==> config.mk <==
export PLATFORM = sky130hd
export DESIGN_NAME = adc_capture_gate
export DESIGN_NICKNAME = d
export VERILOG_FILES = /design/src/rtl/adc_capture_gate.sv
export SDC_FILE = /design/constraint.sdc
export NUM_CORES = 1
export LEC_CHECK = 0
export BUFFER_PORTS_ARGS = -buffer_cell sky130_fd_sc_hd__buf_2
export CELL_PAD_IN_SITES_DETAIL_PLACEMENT = 1
export CELL_PAD_IN_SITES_GLOBAL_PLACEMENT = 2
export CORE_ASPECT_RATIO = 0.5
export CORE_UTILIZATION = 38
export CTS_CLUSTER_DIAMETER = 30
export DETAILED_ROUTE_END_ITERATION = 10
export PLACE_DENSITY_LB_ADDON = 0.1
export SLEW_MARGIN = 25
export SYNTH_ARGS = -nofsm -noshare
export SYNTH_HDL_FRONTEND = slang
export SYNTH_SLANG_ARGS = --single-unit
==> constraint.sdc <==
create_clock -name aclk -period 15.45 [get_ports aclk]
set_clock_uncertainty 0.15 [all_clocks]
set_input_delay 1.545 -clock aclk [delete_from_list [all_inputs] [get_ports aclk]]
set_output_delay 1.545 -clock aclk [all_outputs]
set_load 0.05 [all_outputs]
==> src/rtl/adc_capture_gate.sv <==
// adc_capture_gate: triggered fixed-length AXI4-Stream capture window from a non-stallable ADC stream
module adc_capture_gate #(
  parameter int DATA_WIDTH = 128,
  parameter int NBEATS = 2048,
  parameter int HOLDOFF = 0
) (
  input logic aclk,
  input logic reset_i,
  input logic capture_i,
  input logic [DATA_WIDTH-1:0] s_axis_tdata,
  input logic s_axis_tvalid,
  output logic s_axis_tready,
  output logic [DATA_WIDTH-1:0] m_axis_tdata,
  output logic m_axis_tvalid,
  input logic m_axis_tready,
  output logic m_axis_tlast,
  output logic busy_o,
  output logic done_o,
  output logic overflow_o
);
  localparam int CW = $clog2(NBEATS + 1);
  localparam logic [CW-1:0] BEAT_LAST = CW'(NBEATS - 1);
  localparam logic [15:0] HOLD_LAST = 16'(HOLDOFF - 1);
  typedef enum logic [1:0] {IDLE, HOLD, RUN, FLUSH} state_t;
  state_t state, state_n;
  logic [CW-1:0] beat_cnt;
  logic [15:0] hold_cnt;
  logic [DATA_WIDTH:0] head, tail;
  logic [1:0] fill, free_slot;
  logic start, pop, push_req, push, last_push;
  assign start = state == IDLE && capture_i;
  assign pop = m_axis_tvalid && m_axis_tready;
  assign push_req = state == RUN && s_axis_tvalid;
  assign push = push_req && (fill != 2'd2 || pop);
  assign last_push = push && beat_cnt == BEAT_LAST;
  assign free_slot = fill - {1'b0, pop};
  assign s_axis_tready = !reset_i;
  assign m_axis_tvalid = fill != 2'd0;
  assign m_axis_tdata = head[DATA_WIDTH-1:0];
  assign m_axis_tlast = m_axis_tvalid && head[DATA_WIDTH];
  assign busy_o = state != IDLE;
  // capture sequencing: arm, skip hold-off beats, capture, drain the tlast beat
  always_comb begin
    state_n = state;
    case (state)
      IDLE: if (capture_i) state_n = HOLDOFF > 0 ? HOLD : RUN;
      HOLD: if (s_axis_tvalid && hold_cnt == HOLD_LAST) state_n = RUN;
      RUN: if (last_push) state_n = FLUSH;
      FLUSH: if (pop && m_axis_tlast) state_n = IDLE;
      default: state_n = IDLE;
    endcase
  end
  // state register
  always_ff @(posedge aclk or posedge reset_i)
    if (reset_i) state <= IDLE;
    else state <= state_n;
  // beat/hold counters, sticky drop flag and completion pulse
  always_ff @(posedge aclk or posedge reset_i) begin
    if (reset_i) begin
      beat_cnt <= '0;
      hold_cnt <= '0;
      overflow_o <= 1'b0;
      done_o <= 1'b0;
    end else begin
      done_o <= state == FLUSH && pop && m_axis_tlast;
      if (start) begin
        beat_cnt <= '0;
        hold_cnt <= '0;
        overflow_o <= 1'b0;
      end else begin
        if (state == HOLD && s_axis_tvalid) hold_cnt <= hold_cnt + 16'd1;
        if (push) beat_cnt <= beat_cnt + CW'(1);
        if (push_req && !push) overflow_o <= 1'b1;
      end
    end
  end
  // two-entry FIFO: head drives the output, a push lands in the first slot left free after any pop
  always_ff @(posedge aclk or posedge reset_i) begin
    if (reset_i) begin
      fill <= '0;
      head <= '0;
      tail <= '0;
    end else begin
      fill <= fill + {1'b0, push} - {1'b0, pop};
      if (pop && fill == 2'd2) head <= tail;
      if (push && free_slot == 2'd0) head <= {last_push, s_axis_tdata};
      if (push && free_slot == 2'd1) tail <= {last_push, s_axis_tdata};
    end
  end
endmodule

==> impl_metrics.csv <==
group,metric,value,unit
sta,fin_setup_tns,0,ps
power,p_int,0.00149,W
sta,finalCritPeriodShare,27.6,%
power,p_comb_share,2.8,%
clocking,cts_resized,0,
clocking,hold_buffers,0,
yosys,synth_area_per_cell,11.2,um^2
worst_setup_path,worstPathArrival,2570,ps
yosys,netlist_instances,1157,
routing,dr_total_vias,8822,
cells_and_area,fillers,3663,
yosys,yosysTopAreaCell,"dfrtp_1",
floorplan,die_area,0.0349,mm^2
cells_and_area,register_area,0.00731,mm^2
yosys,ys_seq_area_share,56.3,%
sta,maxSlewViolCount,0,
placement,numPortBuffers,266,
yosys,synth_area_leaders,"dfrtp_1 (56%), mux2_1 (8.7%), nand2_1 (7.9%), buf_4 (7.5%), a22oi_1 (7.5%)",
cells_and_area,drive_gt1_share,30.0,%
clocking,post_cts_buffers,0,
floorplan,core,0.0333,mm^2
yosys,ys_async_sr_fraction,100,%
cells_and_area,fin_nets,1424,
floorplan,fp-row-count,47,
global_routing,track_usage,19.1,%
global_routing,overflow,0,
floorplan,die_h,133,um
min_path,holdCritPathClass,"reg -> reg",
sta,post-route-min-period,4270,ps
power,power.static_leakage,8.38,nW
sta,hold_violations,0,
clocking,cts.clk_slew.worst_paths,50,ps
sta,fmax,234,MHz
sta,setup_viol,0,
cells_and_area,postLayoutCoreUtil,45.7,%
sta,worst_pin_slew,1050,ps
floorplan,die_w,263,um
sta,slew_headroom,30.2,%
yosys,ys_ff_latch,292,
worst_setup_path,worstPathMaxFanout,98,
routing,drt_first_pass_iters,4,
clocking,htreeDepth,2,
yosys,syn-num-nets,1294,
power,netSwitchingPower,0.000420,W
routing,drc,0,
yosys,synth_warnings,0,
cells_and_area,multiInputGateArea,0.00433,mm^2
routing,totalWireLength,32600,um
routing,drt_iter0_drc,446,
routing,drtAntennaViolNets,0,
global_routing,grt_pass1_vias,9800,
worst_setup_path,worstSetupPathType,"in -> out",
sta,rsz0062_at_grt,"false",
yosys,ys.flop_type,"dfrtp_1",
power,peakVddDrop,0.0642,mV
worst_setup_path,cp.required,13760,ps
routing,viasPerCell,5.00,
clocking,clk_latency,540,ps
yosys,synth_top_area_share,56.3,%
run,maxCapViolCount,0,
clocking,cts_tree,"built",
power,power.density,125,mW/mm^2
placement,place_hpwl,20600,um
worst_setup_path,end_kind,"output pin",
clocking,clock-root-buffer,"clkbuf_16",
clocking,cts_made_buffers,45,
global_routing,grt_pass1_wl,53400,um
yosys,synth_cell_type_count,43,
routing,detail_route.wl_per_cell,18.5,um
power,sequentialPowerShare,40.8,%
yosys,synth_edf_count,0,
run_status,status,"completed",
global_routing,grt_max_degree,99,
cells_and_area,syn_to_final_growth,17.5,%
global_routing,antenna_found_initial,3,
power,switching_share,22.0,%
yosys,synth_area,0.0130,mm^2
floorplan,io_pins,267,
floorplan,start_util,38.9,%
power,p_clk_share,56.4,%
placement,placed_cell_area,0.0136,mm^2
cells_and_area,final_area,0.0152,mm^2
placement,place_congestion,0.738,
clocking,cts.sinks,292,
worst_setup_path,start_kind,"primary input",
clocking,clockBufferDepth,3,
==> synth_stat cells, types with 4 or more instances <==
cell      number
nor3_1         5
buf_2         15
nand3_1        9
dfrtp_1      292
mux2_1       100
nor4_1         6
nor2_1        17
mux2_2        28
clkbuf_1      36
a21oi_1       10
ha_1           4
inv_1         10
xnor2_1       14
nand4_1        8
or2_2          4
mux2i_1        4
buf_4        130
o21ai_0        9
buf_6         12
nand2_1      274
a22oi_1      129
or3_1          8
==> stage by stage <==
stage	setup slack [ps]	total power (W)	hold WS, ps	instances
6_report	11180	0.00191	313	1763
5_1_grt	10980	0.00198	333	1763
4_1_cts	10840	0.00194	320	1760
3_5_place_dp	10290	0.000848	307	1680
3_3_place_gp	10330	0.000845	304	1680
2_1_floorplan	5300	0.000815	296	1157
==> layer usage <==
metal / vias to the layer above / GRT usage, % / share of wire, % / wire [um]
met5: - / 0 / 0.040 / 13
met3: 73 / 4.41 / 4.3 / 1400
met4: 2 / 6.69 / 3.0 / 976
met1: 4472 / 23.9 / 43 / 13900
met2: 170 / 32.7 / 50 / 16200
li1: 4105 / - / - / -
==> layout make-up <==
cell class	count	area share, %
inverters	10	0.295
diodes	2	0.0328
clock buffers	50	7.70
clock inverters	30	2.77
well taps	441	3.62
multi-input cells	662	28.4
repair buffers	276	9.27
flip-flops and latches	292	47.9
==> logic make-up after synthesis <==
kind of cell / count (synthesis) / synth area share, %
DFF: 292 / 56.3
adders and majority gates: 4 / 0.386
xor gates and xnor gates: 16 / 1.08
buffers and inverters: 203 / 10.5
muxes: 132 / 11.4
and+or+nand+nor: 352 / 11.6
AOI/OAI and AO/OA: 158 / 8.75
==> path summary, 6_finish.rpt <==
path | start | endpoint | slack (ps) | cells after the start
max | reset_i | s_axis_tready | 11180 | 3
min | head[1] | head[1] | 310 | 2
max reg2reg | fill[0] | tail[76] | 11810 | 4
min reg2reg | head[1] | head[1] | 310 | 2
max in group asynchronous | reset_i | tail[28] | 11990 | 4
min in group asynchronous | reset_i | head[123] | 1000 | 2
==> power groups by stage <==
| stage | logic [W] | registers [W] | clock network, W |
|---|---|---|---|
| global route | 0.0000622 | 0.000780 | 0.00114 |
| detailed placement | 0.0000557 | 0.000793 | 0 |
| CTS | 0.0000558 | 0.000779 | 0.00111 |
| finish | 0.0000538 | 0.000780 | 0.00108 |
| floorplan | 0.0000240 | 0.000791 | 0 |
| global placement | 0.0000527 | 0.000792 | 0 |
==> flip-flops by register name (all words and copies together) (netlist names) <==
signal      count
beat_cnt       12
done_o          1
head          129
overflow_o      1
state           2
tail          129
fill            2
hold_cnt       16
==> cells in the final DEF, fill, tap and decap left out, drive strengths merged, types with 3 or more instances in the layout <==
| master | Yosys | final |
|---|---|---|
| dfrtp | 292 | 292 |
| buf | 157 | 276 |
| nand2 | 274 | 274 |
| a22oi | 129 | 129 |
| mux2 | 128 | 128 |
| clkbuf | 36 | 50 |
| nor2 | 18 | 18 |
| xnor2 | 14 | 14 |
| inv | 10 | 13 |
| a21oi | 10 | 10 |
| clkinvlp | 0 | 10 |
| o21ai | 10 | 10 |
| nand3 | 9 | 9 |
| bufinv | 0 | 9 |
| or3 | 9 | 9 |
| nand4 | 8 | 8 |
| clkinv | 0 | 8 |
| nor4 | 6 | 6 |
| nor3 | 5 | 5 |
| or2 | 4 | 4 |
| mux2i | 4 | 4 |
| ha | 4 | 4 |
| nor2b | 3 | 3 |
| nand3b | 3 | 3 |
| and2 | 3 | 3 |
| a31oi | 3 | 3 |
==> critical path, cell delays in order <==
cell and delay (ps):
buf_2 130, inv_8 490, buf_2 390
Note: power is estimated with default switching activity, not from simulation.
